--- config.mk ---
export PLATFORM = sky130hd
export DESIGN_NAME = nvdla_mcif_rd_wrr_arb
export DESIGN_NICKNAME = d
export VERILOG_FILES = /design/src/rtl/nvdla_mcif_rd_wrr_arb.sv
export SDC_FILE = /design/constraint.sdc
export NUM_CORES = 1
export LEC_CHECK = 0
export CORE_AREA = 2 2 176 178
export DETAILED_ROUTE_END_ITERATION = 6
export DIE_AREA = 0 0 178 180
export SYNTH_ARGS = -nofsm -noshare
export SYNTH_HDL_FRONTEND = slang
export SYNTH_SLANG_ARGS = --single-unit
--- constraint.sdc ---
create_clock -name nvdla_core_clk -period 5.6 [get_ports nvdla_core_clk]
set_clock_uncertainty 0.05 [all_clocks]
set_input_delay 1.4 -clock nvdla_core_clk [delete_from_list [all_inputs] [get_ports nvdla_core_clk]]
set_output_delay 1.4 -clock nvdla_core_clk [all_outputs]
set_load 0.02 [all_outputs]
--- src/rtl/nvdla_mcif_rd_wrr_arb.sv ---
// Weighted round-robin arbiter for the MCIF read-request path.
// Credit-based WRR with outstanding-request throttling and a single registered egress stage.
module nvdla_mcif_rd_wrr_arb #(
  parameter int unsigned NUM_CLIENTS = 4,
  parameter int unsigned PAYLOAD_W   = 79,
  parameter int unsigned ID_W        = 2
) (
  input  logic                           nvdla_core_clk,
  input  logic                           nvdla_core_rst,
  input  logic [NUM_CLIENTS-1:0]         client_req_valid,
  output logic [NUM_CLIENTS-1:0]         client_req_ready,
  input  logic [NUM_CLIENTS*PAYLOAD_W-1:0] client_req_pd,
  input  logic [NUM_CLIENTS*8-1:0]       cfg_rd_weight,
  input  logic [7:0]                     cfg_rd_os_cnt,
  output logic                           arb_req_valid,
  input  logic                           arb_req_ready,
  output logic [PAYLOAD_W-1:0]           arb_req_pd,
  output logic [ID_W-1:0]                arb_req_id,
  input  logic                           rsp_done,
  output logic [7:0]                     outstanding_cnt,
  output logic                           idle,
  output logic                           err_underflow
);

  localparam int unsigned NSLOT = 1 << ID_W;

  logic                 r_valid;
  logic [PAYLOAD_W-1:0] r_pd;
  logic [ID_W-1:0]      r_id;
  logic [ID_W-1:0]      r_last;
  logic [7:0]           r_os;
  logic                 r_err;
  logic                 r_idle;
  logic [7:0]           r_credit [NUM_CLIENTS];

  logic [7:0]           w_weight [NUM_CLIENTS];
  logic [NSLOT-1:0]     w_elig;
  logic                 w_has_req;
  logic                 w_found;
  logic [ID_W-1:0]      w_gidx;
  logic [ID_W-1:0]      w_gnext;
  logic [ID_W-1:0]      w_idx;
  logic [7:0]           w_gcredit;
  logic [PAYLOAD_W-1:0] w_gpd;
  logic                 w_slot_free;
  logic                 w_os_ok;
  logic [8:0]           w_os_sum;
  logic                 w_grant;
  logic                 w_refill;
  logic                 w_hs;

  // Per-client eligibility and refill demand
  always_comb begin
    w_elig    = '0;
    w_has_req = 1'b0;
    for (int unsigned i = 0; i < NUM_CLIENTS; i++) begin
      w_weight[i] = cfg_rd_weight[i*8 +: 8];
      w_elig[i]   = client_req_valid[i] && (r_credit[i] != 8'd0) && (w_weight[i] != 8'd0);
      if (client_req_valid[i] && (w_weight[i] != 8'd0)) w_has_req = 1'b1;
    end
  end

  // First eligible client searching upward from last_grant, with wrap
  always_comb begin
    w_found = 1'b0;
    w_gidx  = '0;
    w_idx   = '0;
    for (int unsigned k = 0; k < NUM_CLIENTS; k++) begin
      w_idx = ID_W'((32'(r_last) + k) % NUM_CLIENTS);
      if (!w_found && w_elig[w_idx]) begin
        w_found = 1'b1;
        w_gidx  = w_idx;
      end
    end
    w_gnext = ID_W'((32'(w_gidx) + 32'd1) % NUM_CLIENTS);
  end

  always_comb begin
    w_gcredit = '0;
    w_gpd     = '0;
    for (int unsigned i = 0; i < NUM_CLIENTS; i++) begin
      if (w_gidx == ID_W'(i)) begin
        w_gcredit = r_credit[i];
        w_gpd     = client_req_pd[i*PAYLOAD_W +: PAYLOAD_W];
      end
    end
  end

  assign w_slot_free = !r_valid || arb_req_ready;
  assign w_os_sum    = {1'b0, r_os} + 9'(r_valid);
  assign w_os_ok     = w_os_sum < {1'b0, cfg_rd_os_cnt};
  assign w_grant     = w_found && w_slot_free && w_os_ok;
  assign w_refill    = !w_found && w_has_req;
  assign w_hs        = r_valid && arb_req_ready;

  // Accept is combinational so the request is captured on the same edge
  always_comb begin
    client_req_ready = '0;
    for (int unsigned i = 0; i < NUM_CLIENTS; i++) begin
      client_req_ready[i] = !nvdla_core_rst && w_grant && (w_gidx == ID_W'(i));
    end
  end

  always_ff @(posedge nvdla_core_clk) begin
    if (nvdla_core_rst) begin
      r_valid <= 1'b0;
      r_pd    <= '0;
      r_id    <= '0;
      r_last  <= '0;
      r_os    <= '0;
      r_err   <= 1'b0;
      r_idle  <= 1'b1;
      for (int unsigned i = 0; i < NUM_CLIENTS; i++) r_credit[i] <= '0;
    end else begin
      r_idle <= !r_valid && (r_os == 8'd0) && (client_req_valid == '0);
      if (w_grant) begin
        r_valid <= 1'b1;
        r_pd    <= w_gpd;
        r_id    <= w_gidx;
        r_last  <= (w_gcredit == 8'd1) ? w_gnext : w_gidx;
      end else if (arb_req_ready) begin
        r_valid <= 1'b0;
      end
      for (int unsigned i = 0; i < NUM_CLIENTS; i++) begin
        if (w_refill) r_credit[i] <= w_weight[i];
        else if (w_grant && (w_gidx == ID_W'(i))) r_credit[i] <= r_credit[i] - 8'd1;
      end
      // Coincident issue and completion cancel out
      if (w_hs && !rsp_done) begin
        if (r_os != 8'hFF) r_os <= r_os + 8'd1;
      end else if (!w_hs && rsp_done) begin
        if (r_os == 8'd0) r_err <= 1'b1;
        else r_os <= r_os - 8'd1;
      end
    end
  end

  assign arb_req_valid   = r_valid;
  assign arb_req_pd      = r_pd;
  assign arb_req_id      = r_id;
  assign outstanding_cnt = r_os;
  assign idle            = r_idle;
  assign err_underflow   = r_err;

endmodule
==> flow_summary.json, run 1 <==
{
  "status": "complete, no violations",
  "syn_to_final_growth_pct": 67.3,
  "total_power_w": 0.00712,
  "fp.dieW_um": 178,
  "fillers": 3003,
  "design.core.area_um2": 30200,
  "utilization": 0.464,
  "grt_pass1_vias": 9159,
  "cpMostUsedCell": "nor2_1",
  "path_cells": "clkdlybuf4s50_1, or4_1, o21ai_2, buf_4, nor2_1, a221o_1, a22oi_2, buf_6, ha_4, nand2_1, nor2_1, dlygate4sd2_1",
  "drt-initial-drc-count": 555,
  "fin_crit_ps": 5500,
  "cts_max_level": 4,
  "wire_per_inst_um": 18.1,
  "die_height_um": 180,
  "fin_area_um2": 14000,
  "peakVddDrop_mv": 0.272,
  "rows": 64,
  "cp_top_family": "buffers and inverters",
  "ys_warn_count": 0,
  "dr.pass1.iters": 5,
  "startpoint_type": "primary input",
  "layout.nets": 1911,
  "gp_congestion": 0.913,
  "start_util": 0.278,
  "whs_ps": 446,
  "cts.sinks": 126,
  "dpl.cell_count": 1900,
  "dpl.hpwl_mm": 26.9,
  "cts_hold_buf": 0,
  "cts_root_buf": "clkbuf_16",
  "ys.flop_type": "dfxtp_1",
  "worstHoldPathType": "reg2reg",
  "crit_type": "in2out",
  "crit_fanout": 5,
  "insertion_delay_ps": 420,
  "synth_cell_type_count": 64,
  "ant_nets": 0,
  "cpMaxStageDelayCell": "or4_1",
  "drv_slew": 0,
  "drive_above_1_share": 0.0729,
  "die-area_um2": 32000,
  "grt_usage": 0.211,
  "ff2ff_setup_slack_ps": 1060,
  "cts_tree": "yes",
  "syn_area_um2": 8380,
  "max_freq_ghz": 0.182,
  "grt_max_degree": 136,
  "critical-path-max-stage-delay_ps": 550,
  "vias": 9611,
  "leakage_nw": 5.50,
  "syn_nets": 1483,
  "grt_overflow": 0,
  "reg2reg_depth": 14,
  "clk_pin_slew_ps": 60,
  "fin_cells": 1935,
  "critPathBufInv": 4,
  "worstPathRequired_ps": 4150,
  "ys_ff_latch": 126,
  "cts_buffers": 17,
  "syn-instance-count": 1095,
  "async_flop_share": 0,
  "worst_slew_pin_slew_ps": 993,
  "finalCritPeriodShare": 0.982,
  "finalSetupViolations": 0,
  "p_per_area_nw_per_um2": 508,
  "hold_depth": 2,
  "wl_mm": 35.0,
  "drc": 0,
  "synth_edf_count": 32,
  "placed_cell_area_um2": 13500,
  "ys_seq_area_frac": 0.339,
  "ioPinCount": 460,
  "grt_pass1_wl_mm": 52.2,
  "max_cap_violations": 0,
  "routed_via_density": 4.97,
  "antenna_found_initial": 3,
  "io_buffer_count": 459,
  "worst_ep_arrival_time_ps": 4050,
  "timing_hold_violations_final": 0,
  "syn_avg_cell_area_um2": 7.65,
  "maxSlewHeadroom": 0.338,
  "cp.depth": 12,
  "clockBufferDepth": 2,
  "end_kind": "output port"
}
[cell type report]
type | count | area [µm²] | share of cell area
Inverter | 35 | 131 | 0.00937
Multi-Input combinational cell | 840 | 5040 | 0.359
Clock inverter | 15 | 139 | 0.00991
Clock buffer | 17 | 425 | 0.0303
Timing Repair Buffer | 503 | 4940 | 0.352
Antenna cell | 3 | 7.51 | 0.000536
Sequential cell | 126 | 2840 | 0.203
Tap cell | 396 | 495 | 0.0353
[placed cells by master, fill, tap and decap left out, types with 4 or more instances in the layout]
| cell | count |
|---|---|
| clkbuf_16 | 17 |
| a21oi_1 | 165 |
| a32oi_1 | 8 |
| a221oi_2 | 6 |
| nor3_1 | 9 |
| clkdlybuf4s50_1 | 454 |
| nor2b_1 | 4 |
| and3_1 | 5 |
| clkinv_4 | 5 |
| nand2_1 | 23 |
| dfxtp_1 | 94 |
| buf_4 | 42 |
| or4_1 | 8 |
| inv_1 | 35 |
| clkinvlp_4 | 4 |
| nor4_1 | 8 |
| nor2_1 | 285 |
| ha_1 | 20 |
| o21ai_0 | 9 |
| xnor2_1 | 16 |
| mux2i_1 | 9 |
| xor2_1 | 22 |
| a211oi_1 | 82 |
| a22oi_1 | 85 |
| nand3_1 | 8 |
| a221oi_1 | 5 |
| edfxtp_1 | 32 |
[worst paths after layout]
path                         endpoint          startpoint
setup / recovery  client_req_ready[3]    cfg_rd_weight[9]
hold / removal         arb_req_pd[12]      arb_req_pd[12]
setup reg to reg       r_credit[3][6]  outstanding_cnt[0]
hold reg to reg        arb_req_pd[12]      arb_req_pd[12]
[stage by stage]
| step | worst slack, ps | setup TNS [ps] |
|---|---|---|
| 2_1_floorplan | 9.38 | 0 |
| 3_3_place_gp | -233 | -1500 |
| 3_5_place_dp | -232 | -2430 |
| 4_1_cts | 12.1 | 0 |
| 5_1_grt | -22.9 | -22.9 |
| 6_report | 98.5 | 0 |
[Yosys cell counts, drive strengths merged, types with 3 or more instances]
cell type,number,area share
nand4,3,0.0022
nor2b,5,0.0037
ha,23,0.034
a221oi,11,0.016
or2,3,0.0022
nor4,10,0.011
inv,35,0.016
o21bai,4,0.0063
a32oi,8,0.0084
xnor2,16,0.017
nand2,25,0.012
clkbuf,74,0.033
buf,20,0.018
nand3,8,0.0048
a211oi,82,0.073
xor2,22,0.023
nor2,287,0.13
nor3,9,0.0054
mux2i,9,0.011
a21oi,167,0.10
and3,5,0.0037
or4,11,0.011
o21ai,13,0.0078
edfxtp,32,0.11
dfxtp,94,0.22
o22ai,3,0.0022
a22oi,86,0.078
nor3b,5,0.0063
[repair_timing]
action	in CTS	in global routing
setup buffers	0	0
resized for setup	7	5
endpoints found under the hold margin	0	0
setup endpoints to repair	4	4
[flip-flops by register name, indices dropped and copies added (netlist names)]
name	cells
arb_req_pd	79
r_credit	32
outstanding_cnt	8
arb_req_id	2
r_last	2
arb_req_valid	1
err_underflow	1
idle	1
[metal layers]
metal | wire [µm] | track usage
met5 | 0 | 0
met4 | 517 | 0.0561
met3 | 2410 | 0.0539
met2 | 17500 | 0.364
met1 | 14600 | 0.258
[kinds of logic after synthesis]
family,share of synthesized area
AO/OA/AOI/OAI,0.311
AND/OR/NAND/NOR,0.196
buffers and inverters,0.0664
flip-flops,0.339
XOR/XNOR,0.0397
adder cells (fa/ha/maj),0.0367
multiplexers,0.0107
[report_power, final]
part,switching (W),total [W],internal (W)
combinational,0.00252,0.00440,0.00188
clock,0.000452,0.00107,0.000615
sequential,0.000303,0.00165,0.00135
total,0.00328,0.00712,0.00384
[tightest hold or removal path: stages (launching register included)]
cell	delay (ps)
dfxtp_1	310
nor2_1	90
a211oi_1	50
Power figures use the tool's default switching activity.
==> inputs of run 2 (changes only) <==
--- a/config.mk
+++ b/config.mk
@@ -5,9 +5,11 @@
 export SDC_FILE = /design/constraint.sdc
 export NUM_CORES = 1
 export LEC_CHECK = 0
-export CORE_AREA = 2 2 176 178
+export CELL_PAD_IN_SITES_DETAIL_PLACEMENT = 0
+export CELL_PAD_IN_SITES_GLOBAL_PLACEMENT = 2
+export CORE_UTILIZATION = 20
 export DETAILED_ROUTE_END_ITERATION = 6
-export DIE_AREA = 0 0 178 180
+export PLACE_DENSITY_LB_ADDON = 0.1
 export SYNTH_ARGS = -nofsm -noshare
 export SYNTH_HDL_FRONTEND = slang
 export SYNTH_SLANG_ARGS = --single-unit
==> flow_summary.json, run 2 (synthesized netlist as in run 1, its figures left out) <==
{
  "ant_nets": 0,
  "clk_pin_slew_ps": 60,
  "gp_congestion": 0.798,
  "finalCritPeriodShare": 0.972,
  "total_power_w": 0.00733,
  "cts.sinks": 126,
  "cts_tree": "yes",
  "ioPinCount": 460,
  "fp.dieW_um": 207,
  "fin_crit_ps": 5440,
  "rsz0062_at_grt": "no",
  "ff2ff_setup_slack_ps": 890,
  "violations": "design-rule violations",
  "wl_mm": 40.6,
  "status": "finished with violations",
  "timing_hold_violations_final": 0,
  "dr.pass1.iters": 6,
  "reg2reg_depth": 14,
  "hold_depth": 2,
  "fin_cells": 2085,
  "whs_endpoint": "err_underflow",
  "vias": 9436,
  "r2r-start": "outstanding_cnt[0]",
  "cts_buffers": 17,
  "cts_root_buf": "clkbuf_16",
  "drt-initial-drc-count": 366,
  "layout_commonest_cell": "clkdlybuf4s50_1",
  "clockBufferDepth": 2,
  "leakage_nw": 5.56,
  "most-common-layout-cells": "clkdlybuf4s50_1, nor2_1, a21oi_1, dfxtp_1, a22oi_1",
  "antenna_found_initial": 14,
  "routed_via_density": 4.53,
  "rows": 74,
  "startpoint_type": "primary input",
  "worstPathRequired_ps": 4150,
  "syn_to_final_growth_pct": 70.5,
  "max_cap_violations": 0,
  "hp-start": "err_underflow",
  "die-area_um2": 42700,
  "design.core.area_um2": 41100,
  "cts_max_level": 4,
  "largest_reg_flops": 79,
  "io_buffer_count": 459,
  "insertion_delay_ps": 430,
  "wire_per_inst_um": 19.5,
  "maxSlewHeadroom": 0.284,
  "layout.nets": 1918,
  "die_height_um": 207,
  "worst_slew_pin_slew_ps": 1070,
  "max_freq_ghz": 0.184,
  "grt_max_degree": 105,
  "start_util": 0.204,
  "crit_type": "in2out",
  "drv_slew": 0,
  "grt_overflow": 0,
  "finalSetupViolations": 0,
  "worst_ep_arrival_time_ps": 3990,
  "crit_fanout": 3,
  "startpoint": "cfg_rd_weight[8]",
  "drc": 24,
  "drive_above_1_share": 0.0778,
  "peakVddDrop_mv": 0.186,
  "dpl.hpwl_mm": 31.5,
  "grt_usage": 0.188,
  "end_kind": "output port",
  "p_per_area_nw_per_um2": 513,
  "grt_pass1_wl_mm": 58.9,
  "grt_pass1_vias": 9379,
  "dpl.cell_count": 2043,
  "r2r-end": "arb_req_pd[78]",
  "worstHoldPathType": "reg2reg"
}
==> run 2: cell types whose count changed in the layout (fill, tap and decap cells not counted), moves of 2 or more <==
cell | before | now
clkinv_2 | 0 | 4
inv_6 | 3 | 0
dlygate4sd2_1 | 2 | 0
diode_2 | 3 | 10
clkdlybuf4s15_1 | 0 | 2
buf_4 | 42 | 48
==> run 2: repair_timing <==
action | in CTS | in global routing
gates resized for setup | 4 | 9
cloned | 0 | 0
setup buffers | 0 | 0
setup endpoints to repair | 4 | 25
pin swaps | 0 | 1
hold buffers | 0 | 0
==> run 2: layout make-up <==
| type | count | area, µm² |
|---|---|---|
| antenna | 10 | 25.0 |
| multi-input combinational | 840 | 5040 |
| timing repair buffer | 510 | 5010 |
| fill | 4393 | 26800 |
| clock inverter | 14 | 144 |
| tap | 532 | 666 |
| sequential | 126 | 2840 |
| clock buffer | 18 | 439 |
| inverter | 35 | 131 |
==> run 2: power breakdown <==
part / internal [W] / switching [W] / total, W
Combinational: 0.00195 / 0.00262 / 0.00457
Sequential: 0.00135 / 0.000281 / 0.00163
Clock: 0.000666 / 0.000465 / 0.00113
Total: 0.00396 / 0.00337 / 0.00733
==> run 2: worst max path at each step <==
stage,depth (start not counted),endpoint
final,11,client_req_ready[2]
after detailed placement,11,client_req_ready[3]
after floorplan,11,client_req_ready[3]
after global routing,11,client_req_ready[2]
after global placement,11,client_req_ready[3]
after CTS,11,client_req_ready[0]
==> run 2: per-layer routing <==
metal  global-route usage  vias up  wire, µm
li1                     -     4869         -
met1                0.212     4256     16200
met2                0.329      265     20300
met3               0.0730       34      3410
met4               0.0456       12       515
met5                    0        -        84
==> run 2: critical path: stages <==
cell and delay [ps]:
clkdlybuf4s50_1 430, or4_1 530, o21ai_2 190, nor2_1 80, a221o_1 370, a22oi_2 250, buf_4 170, ha_4 120
nand2_1 70, nor2_2 90, clkdlybuf4s15_1 310
==> run 2: through the flow <==
step / TNS, ps / instance area, µm² / hold WS (ps) / worst slack [ps] / util
floorplan: 0 / 8380 / 449 / 9.38 / -
global placement: -4810 / 13700 / 407 / -176 / 0.333
detailed placement: -7580 / 13700 / 428 / -223 / 0.333
CTS: 0 / 14300 / 441 / 28.5 / 0.347
global route: 0 / 14300 / 462 / 8.67 / 0.347
finish: 0 / 14300 / 434 / 155 / 0.348
